==> config.mk <==
export PLATFORM = sky130hd
export DESIGN_NAME = mux_rr_flat
export DESIGN_NICKNAME = d
export VERILOG_FILES = /design/src/rtl/mux_rr_if.sv /design/src/rtl/mux_rr.sv /design/src/flat_wrapper.sv
export SDC_FILE = /design/constraint.sdc
export NUM_CORES = 1
export LEC_CHECK = 0
export BUFFER_PORTS_ARGS = -buffer_cell sky130_fd_sc_hd__buf_2
export CAP_MARGIN = 5
export CORE_ASPECT_RATIO = 1.75
export CORE_MARGIN = 2
export CORE_UTILIZATION = 35
export CTS_CLUSTER_DIAMETER = 150
export DETAILED_ROUTE_END_ITERATION = 7
export GPL_TIMING_DRIVEN = 0
export PLACE_DENSITY = 0.71
export RECOVER_POWER = 50
export SLEW_MARGIN = 25
export SYNTH_ARGS = -nofsm -noshare
export SYNTH_HDL_FRONTEND = slang
export SYNTH_SLANG_ARGS = --single-unit
==> constraint.sdc <==
create_clock -name clock -period 1.8 [get_ports clock]
set_clock_uncertainty 0.05 [all_clocks]
set_input_delay 0.36 -clock clock [delete_from_list [all_inputs] [get_ports clock]]
set_output_delay 0.36 -clock clock [all_outputs]
set_load 0.01 [all_outputs]
==> src/rtl/mux_rr_if.sv <==
// mux_rr_if: handshake bundle between the producers, mux_rr and the consumer.
//   in_valid/in_data/in_last/in_ready : per-channel producer handshake, channel i data at [i*WIDTH +: WIDTH]
//   out_valid/out_data/out_sel/out_last/out_ready : merged consumer handshake
//   slave modport  : mux side (drives in_ready and out_*)
//   master modport : environment side (drives in_* and out_ready)
interface mux_rr_if #(
    parameter int WIDTH    = 16,
    parameter int CHANNELS = 4
);
    localparam int SEL_W = CHANNELS > 1 ? $clog2(CHANNELS) : 1;
    logic [CHANNELS-1:0]       in_valid;
    logic [CHANNELS*WIDTH-1:0] in_data;
    logic [CHANNELS-1:0]       in_last;
    logic [CHANNELS-1:0]       in_ready;
    logic                      out_valid;
    logic [WIDTH-1:0]          out_data;
    logic [SEL_W-1:0]          out_sel;
    logic                      out_last;
    logic                      out_ready;
    modport slave (
        input  in_valid, in_data, in_last, out_ready,
        output in_ready, out_valid, out_data, out_sel, out_last
    );
    modport master (
        output in_valid, in_data, in_last, out_ready,
        input  in_ready, out_valid, out_data, out_sel, out_last
    );
endinterface

==> src/rtl/mux_rr.sv <==
// mux_rr: N-channel registered round-robin multiplexer with valid/ready handshakes.
//   clock : rising-edge clock
//   reset : synchronous active-high reset
//   bus   : mux_rr_if.slave (producer channels in, single registered output)
//   Optional packet lock enabled by defining MUX_RR_LOCK_EN.
module mux_rr #(
    parameter int WIDTH    = 16,
    parameter int CHANNELS = 4
) (
    input logic     clock,
    input logic     reset,
    mux_rr_if.slave bus
);
    localparam int SEL_W = CHANNELS > 1 ? $clog2(CHANNELS) : 1;
    logic [SEL_W-1:0] ptr;
    logic [SEL_W-1:0] grant;
    logic [SEL_W-1:0] idx;
    logic             found;
    logic             load_en;
    logic             xfer;
    logic [WIDTH-1:0] grant_data;
`ifdef MUX_RR_LOCK_EN
    logic             locked;
    logic [SEL_W-1:0] lock_ch;
`endif
    assign load_en    = !bus.out_valid || bus.out_ready;
    assign xfer       = !reset && found && load_en;
    assign grant_data = bus.in_data[grant*WIDTH +: WIDTH];
    // Search ptr+1, ptr+2, ... wrapping; the first valid channel wins.
    always_comb begin
        found = 1'b0;
        grant = '0;
        idx   = '0;
        for (int k = 1; k <= CHANNELS; k++) begin
            idx = SEL_W'((int'(ptr) + k) % CHANNELS);
            if (!found && bus.in_valid[idx]) begin
                found = 1'b1;
                grant = idx;
            end
        end
`ifdef MUX_RR_LOCK_EN
        // An open packet pins the grant to its channel, even while it idles.
        if (locked) begin
            found = bus.in_valid[lock_ch];
            grant = lock_ch;
        end
`endif
    end
    always_comb begin
        bus.in_ready        = '0;
        bus.in_ready[grant] = xfer;
    end
    always_ff @(posedge clock) begin
        if (reset) begin
            bus.out_valid <= 1'b0;
            bus.out_data  <= '0;
            bus.out_sel   <= '0;
            bus.out_last  <= 1'b0;
            ptr           <= SEL_W'(CHANNELS - 1);
        end else if (xfer) begin
            bus.out_valid <= 1'b1;
            bus.out_data  <= grant_data;
            bus.out_sel   <= grant;
            bus.out_last  <= bus.in_last[grant];
            ptr           <= grant;
        end else if (bus.out_ready) begin
            bus.out_valid <= 1'b0;
        end
    end
`ifdef MUX_RR_LOCK_EN
    always_ff @(posedge clock) begin
        if (reset) begin
            locked  <= 1'b0;
            lock_ch <= '0;
        end else if (xfer) begin
            locked  <= !bus.in_last[grant];
            lock_ch <= grant;
        end
    end
`endif
endmodule

==> src/flat_wrapper.sv <==
// flat-port wrapper written by rule: the top's interface ports become plain ports
module mux_rr_flat 
#(
    parameter int WIDTH    = 16,
    parameter int CHANNELS = 4
)
  (clock, reset, bus_in_valid, bus_in_data, bus_in_last, bus_out_ready, bus_in_ready, bus_out_valid, bus_out_data, bus_out_sel, bus_out_last);
  mux_rr_if #(.WIDTH(WIDTH), .CHANNELS(CHANNELS)) bus_i ();
  input logic clock;
  input logic reset;
  input wire logic [$bits(bus_i.in_valid)-1:0] bus_in_valid;
  input wire logic [$bits(bus_i.in_data)-1:0] bus_in_data;
  input wire logic [$bits(bus_i.in_last)-1:0] bus_in_last;
  input wire logic [$bits(bus_i.out_ready)-1:0] bus_out_ready;
  output wire logic [$bits(bus_i.in_ready)-1:0] bus_in_ready;
  output wire logic [$bits(bus_i.out_valid)-1:0] bus_out_valid;
  output wire logic [$bits(bus_i.out_data)-1:0] bus_out_data;
  output wire logic [$bits(bus_i.out_sel)-1:0] bus_out_sel;
  output wire logic [$bits(bus_i.out_last)-1:0] bus_out_last;
  assign bus_i.in_valid = bus_in_valid;
  assign bus_i.in_data = bus_in_data;
  assign bus_i.in_last = bus_in_last;
  assign bus_i.out_ready = bus_out_ready;
  assign bus_in_ready = bus_i.in_ready;
  assign bus_out_valid = bus_i.out_valid;
  assign bus_out_data = bus_i.out_data;
  assign bus_out_sel = bus_i.out_sel;
  assign bus_out_last = bus_i.out_last;
  mux_rr #(.WIDTH(WIDTH), .CHANNELS(CHANNELS)) u_core (.clock(clock), .reset(reset), .bus(bus_i));
endmodule
Word-level counts from Yosys, hierarchy flattened. Index checks and enable logic that the tools add are counted.

Add/sub/neg operators: 4. Magnitude comparators: 6. Shift operators: 1. Muxes and demuxes: 22. Bitwise logic cells: 1. Reductions and logical operators: 13.

Operator list (count): 64-bit by 7-bit indexed part select with 16-bit output (1); 2-bit by 3-bit less-than comparator with 1-bit output (second input constant) (5); 1-bit two-way mux (12); 1-bit binary-select mux with 2-bit select (5); 2-bit two-way mux (4); 1-bit logical AND (6); 1-bit logical NOT (5); 2-bit by 1-bit adder with 2-bit output (second input constant) (2); 2-bit adder (second input constant) (2); 4-bit bitwise AND (1); 1-bit demux with 2-bit select (1); 2-bit by 1-bit >= comparator with 1-bit output (second input constant) (1); 2-bit nonzero test (1); 1-bit logical OR (1).

Register bits after elaboration: 22. Logic and storage cells: 52.

Longest topological paths before layout. Gate-level depths: netlist of run 1.

Depth in word-level cells: 18. Depth in mapped cells: 7. Gate-level depth less buffers: 5.

Worst setup path after synthesis of run 1. No wires, ideal clock.

Path kind: input port to output port. Start: input port bus_in_valid[1]. End: output port bus_in_ready[1]. Arrival time: 1.366 ns. Path slack: 0.024 ns. Cell stages on the path: 6. Path buffers: 1. Path through: or4_4 > nand2_1 > nor2_1 > nand2b_1 > buf_2 > nor2b_1.

Longest elaborated chain between the ends: 17. Elaborated cells between the ends (all ways): 30.

RTL lines: start, declared (line flat_wrapper.sv:11) `input wire logic [$bits(bus_i.in_valid)-1:0] bus_in_valid;`; 1-bit binary-select mux with 2-bit select (line mux_rr.sv:36) `if (!found && bus.in_valid[idx]) begin`; 1-bit two-way mux (not written as such) (line mux_rr.sv:36); 1-bit two-way mux (line mux_rr.sv:36); 1-bit logical NOT (line mux_rr.sv:36); 1-bit logical AND (line mux_rr.sv:36); 1-bit two-way mux (line mux_rr.sv:36); 1-bit logical NOT (line mux_rr.sv:36); 1-bit logical AND (line mux_rr.sv:36); 1-bit two-way mux (line mux_rr.sv:36); 1-bit logical NOT (line mux_rr.sv:36); 1-bit logical AND (line mux_rr.sv:36); 2-bit two-way mux (line mux_rr.sv:36); 2-bit by 3-bit less-than comparator with 1-bit output (not written as such) / 2-bit by 1-bit >= comparator with 1-bit output (equally long branches) (line mux_rr.sv:51) `bus.in_ready[grant] = xfer;`; 1-bit logical AND (not written as such) (line mux_rr.sv:51); 1-bit two-way mux (not written as such) (line mux_rr.sv:51); 1-bit demux with 2-bit select; 4-bit bitwise AND (no line) (*); end, declared (line flat_wrapper.sv:15) `output wire logic [$bits(bus_i.in_ready)-1:0] bus_in_ready;`.

Mark *: on every way between the ends. The rest lies on a longest branch, timed or not. The select of a mux whose other input is x is not followed.

Worst setup path in the final report of run 1.
Start: register u_core.ptr[0]. End: output port bus_in_ready[1].

Longest elaborated chain between the ends: 18. Elaborated cells between the ends (all ways): 34.

RTL lines: start, declared (line mux_rr.sv:15) `logic [SEL_W-1:0] ptr;`; start signal, assigned (line mux_rr.sv:59) `ptr <= SEL_W'(CHANNELS - 1);`; start signal, assigned (line mux_rr.sv:65) `ptr <= grant;`; 2-bit by 1-bit adder with 2-bit output (line mux_rr.sv:35) `idx = SEL_W'((int'(ptr) + k) % CHANNELS);`; 1-bit binary-select mux with 2-bit select (line mux_rr.sv:36); 1-bit two-way mux (not written as such) (line mux_rr.sv:36); 1-bit two-way mux (line mux_rr.sv:36); 1-bit logical NOT (line mux_rr.sv:36); 1-bit logical AND (line mux_rr.sv:36); 1-bit two-way mux (line mux_rr.sv:36); 1-bit logical NOT (line mux_rr.sv:36); (+2 left out); 1-bit logical NOT (line mux_rr.sv:36); 1-bit logical AND (line mux_rr.sv:36); 2-bit two-way mux (line mux_rr.sv:36); 2-bit by 3-bit less-than comparator with 1-bit output (not written as such) / 2-bit by 1-bit >= comparator with 1-bit output (equally long branches) (line mux_rr.sv:51); 1-bit logical AND (not written as such) (line mux_rr.sv:51); 1-bit two-way mux (not written as such) (line mux_rr.sv:51); 1-bit demux with 2-bit select; 4-bit bitwise AND (no line) (*).

Marks and branches as above.

==> impl_metrics.py, run 1 <==
metrics = {
    "routing": {
        "met2WireLength_um": 2910,
        "vias_per_cell": 5.14,
        "wl_um": 5230,
        "drt.antenna.violating_nets": 0,
        "wl_met1_um": 1850,
        "firstDrtPassIters": 4,
        "route.vias.total": 1841,
        "routed.top_layer": "met4",
        "wl_met3_um": 330,
        "route.detailed.drc": 0,
        "wl_per_cell_um": 14.6,
        "dr.first_iter.drc_count": 29,
    },
    "timing": {
        "tightest_slew_ps": 425,
        "finalCritPeriodShare_pct": 111,
        "finalMaxSlewViolations": 0,
        "hold_violations": 0,
        "holdWs_ps": 291,
        "setup_viol": 12,
        "rsz0062_at_grt": "yes",
        "relSlewSlack_pct": 71.7,
        "max_freq_mhz": 499,
        "setup_ws_ps": -205,
        "min_period_ps": 2000,
    },
    "flow_run": {
        "max_cap_viol_count": 0,
    },
    "yosys": {
        "syn_area_um2": 1530,
        "synth.distinct_cells": 32,
        "yosys_warnings": 0,
        "synth-seq-cells": 22,
        "synth.avg_cell_area_um2": 7.87,
        "syn_inst": 194,
        "syn-num-nets": 269,
        "synth_seq_area_share_pct": 28.9,
    },
    "critical_path": {
        "timing.rr.start": "u_core.ptr[0]",
        "r2r_end": "u_core.bus.out_data[13]",
        "crit_path_end_kind": "output pin",
        "cp_max_fo": 3,
        "required_ps": 1390,
        "worst-path-stages": 7,
        "slowest_stage": "dfxtp_4",
        "reg2reg_depth": 9,
        "critPathLaunchType": "flop",
        "rrSetupSlack_ps": -50,
        "cpMostUsedCell": "buf_6",
        "crit_chain": "and2b_2 > nor2_4 > a21oi_2 > nand2b_4 > buf_6 > nor2b_4 > buf_6",
        "crit_type": "flop to output pin",
        "cpLargestDelayFamily": "simple AND/OR/NAND/NOR gates",
        "arrival_ps": 1590,
        "critPathBufInv": 2,
        "critical-path-max-stage-delay_ps": 370,
    },
    "grt": {
        "grt_pass1_wl_um": 8230,
        "grt_pass1_vias": 1885,
        "grt_max_degree": 14,
        "grt-ovfl-total": 0,
        "antenna_found_initial": 0,
        "grt_use_total_pct": 22.2,
    },
    "hold_path": {
        "holdPathEnd": "u_core.bus.out_sel[1]",
        "worstHoldPathCells": 2,
        "min_from": "reset",
        "hold_path.class": "input port to flop",
    },
    "cts": {
        "clock-root-buffer": "clkbuf_8",
        "cts.path.max_buffers": 2,
        "cts_htree_levels": 1,
        "clk_pin_slew_ps": 90,
        "ctsHoldBuffers": 0,
        "insertion_delay_ps": 270,
        "cts_made_buffers": 3,
        "cts.sinks": 22,
        "cts_tree": "built",
    },
    "pwr": {
        "ir_drop_mv": 0.616,
        "p_total_mw": 1.73,
        "power_density_nw_per_um2": 724,
        "p_leak_nw": 1.18,
    },
    "finish": {
        "final_cell_mix": "82 x buf_2, 21 x nand2_1, 20 x dfxtp_1",
        "layout_commonest_cell": "buf_2",
        "nets": 385,
        "multi_input_area_um2": 1000,
        "ff_latch_area_um2": 445,
        "diodes": 0,
        "fin_area_um2": 2390,
        "n_fill_cell": 390,
        "syn_to_final_growth_pct": 56.5,
        "drive_above_1_share_pct": 43.7,
    },
    "floorplan": {
        "fp-row-count": 31,
        "io_pins": 99,
        "coreArea_um2": 4150,
        "die_area_um2": 4930,
        "die_width_um": 53.9,
        "start_util_pct": 36.8,
        "die_h_um": 91.4,
    },
    "outcome": {
        "violations": "negative setup slack",
        "outcome": "complete, but fails checks",
    },
    "placement": {
        "dp_hpwl_um": 3930,
        "post_dp_cell_area_um2": 2070,
        "place_ws_ps": -352,
        "place_congestion": 0.798,
        "portBuffers": 97,
    },
}
## state kept, by name, indices dropped and copies added, names as in the netlist
| register | flops |
|---|---|
| u_core.bus.out_last | 1 |
| u_core.bus.out_data | 16 |
| u_core.bus.out_sel | 2 |
| u_core.ptr | 2 |
| u_core.bus.out_valid | 1 |
## power breakdown
group / switching, mW / internal, mW / leakage (nW)
sequential: 0.0392 / 0.556 / 0.182
clock: 0.178 / 0.298 / 0.0357
combinational: 0.319 / 0.339 / 0.963
total: 0.537 / 1.19 / 1.18
## cell type report
type / instances / share of cell area (%)
multi-input combinational: 138 / 42.1
timing repair buffer: 113 / 25.5
sequential: 22 / 18.6
buffer: 16 / 5.71
tap: 49 / 2.57
inverter: 16 / 2.51
clock buffer: 3 / 1.73
clock inverter: 1 / 1.26
## routing by layer
metal	vias to the layer above	global-route usage, %
met1	833	22.3
met2	62	41.3
met4	0	8.76
li1	933	-
met5	-	0
met3	13	4.11
## synthesized netlist by cell type
cell | number | share of area, %
a211oi_2 | 1 | 0.82
a21o_1 | 1 | 0.49
a21oi_1 | 2 | 0.66
a31oi_1 | 16 | 6.6
and2_4 | 1 | 0.57
and2b_1 | 1 | 0.49
and3_1 | 1 | 0.41
and4_1 | 15 | 8.6
buf_2 | 2 | 0.66
buf_4 | 2 | 0.98
buf_6 | 2 | 1.5
buf_8 | 1 | 0.98
clkbuf_1 | 10 | 2.5
clkbuf_2 | 1 | 0.33
dfxtp_1 | 22 | 29
inv_1 | 16 | 3.9
mux2i_1 | 19 | 12
nand2_1 | 22 | 5.4
nand2b_1 | 4 | 1.6
nand3_1 | 2 | 0.66
nor2_1 | 11 | 2.7
nor2_8 | 1 | 1.3
nor2b_1 | 2 | 0.82
nor3_1 | 1 | 0.33
o211ai_1 | 15 | 7.4
o21ai_0 | 16 | 5.2
o21ai_1 | 1 | 0.33
o21ai_2 | 1 | 0.57
o221ai_1 | 2 | 1.1
o22ai_1 | 1 | 0.41
o31a_1 | 1 | 0.57
or4_4 | 1 | 0.74
## cells by family after synthesis
| group | count (synthesis) | share of synthesized area [%] |
|---|---|---|
| AO/OA/AOI/OAI | 57 | 24.2 |
| buffers and inverters | 34 | 10.8 |
| flip-flops | 22 | 28.9 |
| multiplexers | 19 | 12.5 |
| AND/OR/NAND/NOR | 62 | 23.7 |
## how the worst max path moves through the flow
stage	startpoint	to	slack (ps)
6_report	u_core.ptr[0]	bus_in_ready[1]	-200
5_1_grt	u_core.ptr[0]	bus_in_ready[1]	-280
4_1_cts	u_core.ptr[0]	bus_in_ready[1]	-160
3_5_place_dp	bus_in_valid[1]	bus_in_ready[0]	-350
3_3_place_gp	bus_in_valid[1]	bus_in_ready[0]	-350
2_1_floorplan	bus_in_valid[1]	bus_in_ready[1]	20
## metrics by stage
stage          setup TNS (ps)  std cells  util [%]
6_report                 -904        358      57.6
3_5_place_dp            -2880        340      50.0
3_3_place_gp            -2150        340      50.0
5_1_grt                 -3230        358      57.6
4_1_cts                  -582        358      57.2
2_1_floorplan               0        194         -
## timing repair
item                                    in CTS  in global routing
gates resized for setup                     34                 11
pin swaps                                    9                  1
setup buffers                               15                  1
endpoints found under the setup margin      17                 21
hold endpoints to repair                     0                  0
Power figures use the tool's default switching activity.
==> run 2, diff against run 1 <==
- BUFFER_PORTS_ARGS: -buffer_cell sky130_fd_sc_hd__buf_2 -> not set
- DONT_BUFFER_PORTS: not set -> 1
- PLACE_DENSITY: 0.71 -> not set
==> run 2 against run 1 <==
Net effect:
- the run still ends with negative setup slack left
- sequential cell count stayed put
- critical path depth is 2 lower
- clock-buffer cell count is 1 higher
- register-to-register slack better by 80 ps
- die area stayed put
- critical endpoint unchanged
==> impl_metrics.py, run 2 (synthesis results as in run 1) <==
metrics = {
    "critical_path": {
        "crit_type": "flop to output pin",
        "crit_path_end_kind": "output pin",
        "critPathLaunchType": "flop",
        "arrival_ps": 1490,
        "crit_path_start": "u_core.ptr[0]",
        "required_ps": 1390,
        "rrSetupSlack_ps": 30,
        "reg2reg_depth": 6,
        "timing.rr.start": "u_core.ptr[0]",
        "r2r_end": "u_core.bus.out_data[6]",
        "endpoint": "bus_in_ready[1]",
        "cp_max_fo": 10,
    },
    "cts": {
        "cts.sinks": 22,
        "insertion_delay_ps": 270,
        "clk_pin_slew_ps": 90,
        "cts_htree_levels": 1,
        "clock-root-buffer": "clkbuf_8",
        "cts_tree": "built",
        "ctsHoldBuffers": 0,
        "cts.path.max_buffers": 2,
        "cts_made_buffers": 3,
    },
    "placement": {
        "place_congestion": 0.773,
        "dpl.cell_count": 243,
        "portBuffers": 0,
        "dp_hpwl_um": 3590,
    },
    "floorplan": {
        "start_util_pct": 36.8,
        "coreArea_um2": 4150,
        "die_area_um2": 4930,
        "fp-row-count": 31,
        "io_pins": 99,
        "die_h_um": 91.4,
        "die_width_um": 53.9,
    },
    "timing": {
        "setup-tns-final_ps": -287,
        "finalMaxSlewViolations": 0,
        "hold_violations": 0,
        "setup_viol": 4,
        "holdWs_ps": 246,
        "rsz0062_at_grt": "yes",
        "tightest_slew_ps": 493,
        "min_period_ps": 1900,
        "setup_ws_ps": -104,
        "max_freq_mhz": 525,
        "finalCritPeriodShare_pct": 106,
        "relSlewSlack_pct": 67.1,
    },
    "grt": {
        "grt_pass1_wl_um": 7180,
        "grt_use_met2_pct": 36.9,
        "antenna_found_initial": 0,
        "grt_use_total_pct": 19.9,
        "grt_pass1_vias": 1498,
        "grt-ovfl-total": 0,
        "use_met1_pct": 20.9,
        "grt_max_degree": 13,
        "met3_usage_pct": 4.44,
        "grt-busiest-layer": "met2",
    },
    "routing": {
        "route.detailed.drc": 0,
        "dr.first_iter.drc_count": 17,
        "wl_per_cell_um": 18.9,
        "vias_per_cell": 5.80,
        "route.vias.total": 1472,
        "drt.antenna.violating_nets": 0,
        "wl_um": 4810,
        "firstDrtPassIters": 4,
    },
    "finish": {
        "reg_top3": "u_core.bus.out_data (16), u_core.bus.out_sel (2), u_core.ptr (2)",
        "n_fill_cell": 415,
        "syn_to_final_growth_pct": 21.6,
        "multi_input_area_um2": 1020,
        "diodes": 0,
        "ff_latch_area_um2": 443,
        "nets": 281,
        "largest_register": "u_core.bus.out_data",
        "drive_above_1_share_pct": 23.9,
        "largest_register_ffs": 16,
        "instances_no_fill": 254,
        "final_cell_mix": "20 x nand2_1, 20 x dfxtp_1, 19 x mux2i_1",
    },
    "pwr": {
        "ir_drop_mv": 0.452,
        "p_total_mw": 1.49,
        "p_leak_nw": 0.777,
        "power_density_nw_per_um2": 802,
    },
    "hold_path": {
        "min_from": "bus_in_valid[3]",
        "hold_path.class": "input port to flop",
    },
    "outcome": {
        "violations": "negative setup slack",
        "outcome": "complete, but fails checks",
    },
    "flow_run": {
        "max_cap_viol_count": 0,
    },
}
-- run 2: critical path, cell delays in order, from the launching register on --
cell      delay [ps]
dfxtp_2          340
nand2b_1         170
a21o_1           230
buf_4            180
nand3_4          120
nor2b_4          190
-- run 2: per-layer routing --
| metal | vias to the layer above | part of all wire [%] |
|---|---|---|
| met5 | - | 0 |
| met4 | 0 | 1.3 |
| met3 | 6 | 6.3 |
| met2 | 52 | 57 |
| met1 | 684 | 35 |
| li1 | 730 | - |
-- run 2: cell type report --
type	count	share of cell area, %
Multi-Input combinational cell	138	55.1
Sequential cell	22	23.9
Buffer	17	8.29
Tap cell	49	3.30
Timing Repair Buffer	8	3.24
Inverter	16	3.24
Clock buffer	4	2.97
-- run 2: through the flow --
| stage | cell area [µm²] | setup WS, ps | util (%) |
|---|---|---|---|
| after floorplan | 1530 | 24.1 | - |
| after global placement | 1590 | -166 | 38.3 |
| after detailed placement | 1590 | -203 | 38.3 |
| after CTS | 1810 | -95.7 | 43.7 |
| after global routing | 1860 | -167 | 44.7 |
| final | 1860 | -104 | 44.7 |
-- run 2: worst min-delay path by stage --
stage,to,cells after the start
after CTS,u_core.bus.out_valid,2
after floorplan,u_core.bus.out_sel[1],2
after global routing,u_core.bus.out_valid,2
final,u_core.bus.out_valid,2
after detailed placement,u_core.bus.out_sel[1],2
after global placement,u_core.bus.out_sel[1],2
-- run 2: where the power goes --
group	internal, mW	switching, mW	leakage [nW]	total, mW
clock network	0.195	0.176	0.0288	0.371
registers	0.557	0.0779	0.182	0.635
logic	0.238	0.245	0.566	0.483
-- run 2: timing repair --
item	CTS	global route
gates resized for setup	38	18
setup buffers	7	1
gates cloned	0	0
pin swaps	4	4
setup endpoints to repair	18	18
==> run 3, diff against run 2 <==
- PLACE_DENSITY_LB_ADDON: not set -> 0.1
==> run 3 against run 2 <==
Net effect:
- the run still ends with negative setup slack left
- clock power is 16% lower
- global-route usage rose by 0.64 points
- clock-buffer cell count shrank 1
- critical path depth stayed put
- final cell count grew 0.39%
- register-to-register slack worse by 30 ps
- via count rose by 4.6%
- non-clock buffer count up 2
- maximum frequency is essentially flat
- combinational power is 6.8% higher
- cell area rose by 2.9%
- critical endpoint is now bus_in_ready[3]
- highest routed layer unchanged
==> impl_metrics.py, run 3 (synthesis results as in run 1) <==
metrics = {
    "critical_path": {
        "critPathLaunchType": "flop",
        "cp_max_fo": 4,
        "r2r_end": "u_core.bus.out_data[11]",
        "rrSetupSlack_ps": 0,
        "critPathBufInv": 1,
        "cpLargestDelayFamily": "simple AND/OR/NAND/NOR gates",
        "arrival_ps": 1490,
        "critical-path-max-stage-delay_ps": 350,
        "required_ps": 1390,
        "timing.rr.start": "u_core.ptr[0]",
        "crit_chain": "and2b_2 > o21ai_4 > and3_4 > buf_8 > nor2_4",
        "reg2reg_depth": 7,
        "crit_path_start": "u_core.ptr[0]",
        "worst-path-stages": 5,
        "slowest_stage": "dfxtp_2",
        "endpoint": "bus_in_ready[3]",
        "crit_type": "flop to output pin",
        "crit_path_end_kind": "output pin",
    },
    "timing": {
        "rsz0062_at_grt": "yes",
        "setup_ws_ps": -104,
        "finalCritPeriodShare_pct": 106,
        "tightest_slew_ps": 447,
        "max_freq_mhz": 525,
        "min_period_ps": 1900,
        "relSlewSlack_pct": 69.9,
        "finalMaxSlewViolations": 0,
        "hold_violations": 0,
        "setup_viol": 4,
        "holdWs_ps": 248,
    },
    "floorplan": {
        "die_width_um": 53.9,
        "coreArea_um2": 4150,
        "die_h_um": 91.4,
        "start_util_pct": 36.8,
        "io_pins": 99,
        "die_area_um2": 4930,
        "fp-row-count": 31,
    },
    "routing": {
        "drt.antenna.violating_nets": 0,
        "vias_per_cell": 6.04,
        "route.vias.total": 1539,
        "firstDrtPassIters": 4,
        "wl_per_cell_um": 19.0,
        "wl_met1_um": 1690,
        "dr.first_iter.drc_count": 20,
        "wl_um": 4860,
        "wl_met3_um": 347,
        "met2WireLength_um": 2740,
        "routed.top_layer": "met4",
        "route.detailed.drc": 0,
    },
    "grt": {
        "grt-ovfl-total": 0,
        "grt_pass1_wl_um": 7570,
        "antenna_found_initial": 0,
        "grt_max_degree": 12,
        "grt_use_total_pct": 20.5,
        "grt_pass1_vias": 1600,
    },
    "cts": {
        "cts.sinks": 22,
        "insertion_delay_ps": 260,
        "ctsHoldBuffers": 0,
        "clock-root-buffer": "clkbuf_8",
        "cts_made_buffers": 3,
        "cts.path.max_buffers": 2,
        "cts_htree_levels": 1,
        "cts_tree": "built",
        "clk_pin_slew_ps": 80,
    },
    "outcome": {
        "violations": "negative setup slack",
        "outcome": "complete, but fails checks",
    },
    "finish": {
        "final_cell_mix": "21 x nand2_1, 20 x dfxtp_1, 17 x mux2i_1",
        "diodes": 0,
        "fin_area_um2": 1910,
        "syn_to_final_growth_pct": 25.1,
        "nets": 283,
        "drive_above_1_share_pct": 24.3,
        "layout_commonest_cell": "nand2_1",
        "reg_top3": "u_core.bus.out_data (16), u_core.bus.out_sel (2), u_core.ptr (2)",
        "largest_register": "u_core.bus.out_data",
        "largest_register_ffs": 16,
        "n_fill_cell": 422,
    },
    "placement": {
        "place_congestion": 0.740,
        "portBuffers": 0,
        "post_dp_cell_area_um2": 1590,
        "dp_hpwl_um": 3740,
    },
    "flow_run": {
        "max_cap_viol_count": 0,
    },
    "pwr": {
        "p_leak_nw": 0.797,
        "ir_drop_mv": 0.435,
        "power_density_nw_per_um2": 767,
    },
    "hold_path": {
        "hold_path.class": "input port to flop",
    },
}
==> run 3: timing repair <==
action,CTS,global route
setup endpoints to repair,9,21
pin swaps,6,5
gates cloned,0,0
resized for setup,32,35
setup buffers,6,4
hold endpoints to repair,0,0
==> run 3: cell type report <==
class                      count  area, µm²  area share (%)
buffer                        17        173            9.04
multi-input combinational    138       1040            54.7
tap                           49       61.3            3.21
timing repair buffer          10       87.6            4.59
sequential                    22        443            23.2
inverter                      16       60.1            3.15
clock buffer                   3       41.3            2.16
==> run 3: report_power, final <==
group,internal (mW),switching (mW)
combinational,0.266,0.250
sequential,0.557,0.0812
clock,0.149,0.161
==> run 3: through the flow <==
step	cells	setup WS, ps	power [mW]	utilization (%)	setup TNS [ps]
after detailed placement	243	-195	1.03	38.3	-738
final	255	-104	1.46	46.0	-320
after floorplan	194	24.1	0.939	-	0
after global placement	243	-166	1.01	38.3	-574
after global routing	255	-151	1.55	46.0	-791
after CTS	251	-82.3	1.42	43.2	-676
==> run 3: how the worst min path moves through the flow <==
stage | from | to | slack (ps) | cells past startpoint
floorplan | u_core.bus.out_sel[1] | u_core.bus.out_sel[1] | 430 | 2
finish | bus_in_valid[3] | u_core.bus.out_valid | 250 | 2
detailed placement | u_core.bus.out_sel[1] | u_core.bus.out_sel[1] | 450 | 2
global route | bus_in_data[24] | u_core.bus.out_data[8] | 260 | 2
CTS | bus_in_valid[3] | u_core.bus.out_valid | 250 | 2
global placement | u_core.bus.out_sel[1] | u_core.bus.out_sel[1] | 450 | 2
==> run 3: worst register-to-register path: cells and delay by family, from the launching register on <==
family          cells  cell delay (ps)
buf+inv             2              250
flops               1              350
simple gates        2              510
mux                 1              190
compound gates      2              320
==> run 3: layer usage <==
layer / vias to the layer above / track usage (%)
met4: 0 / 8.33
met2: 64 / 37.0
met5: - / 0
li1: 729 / -
met1: 737 / 21.0
met3: 9 / 4.93
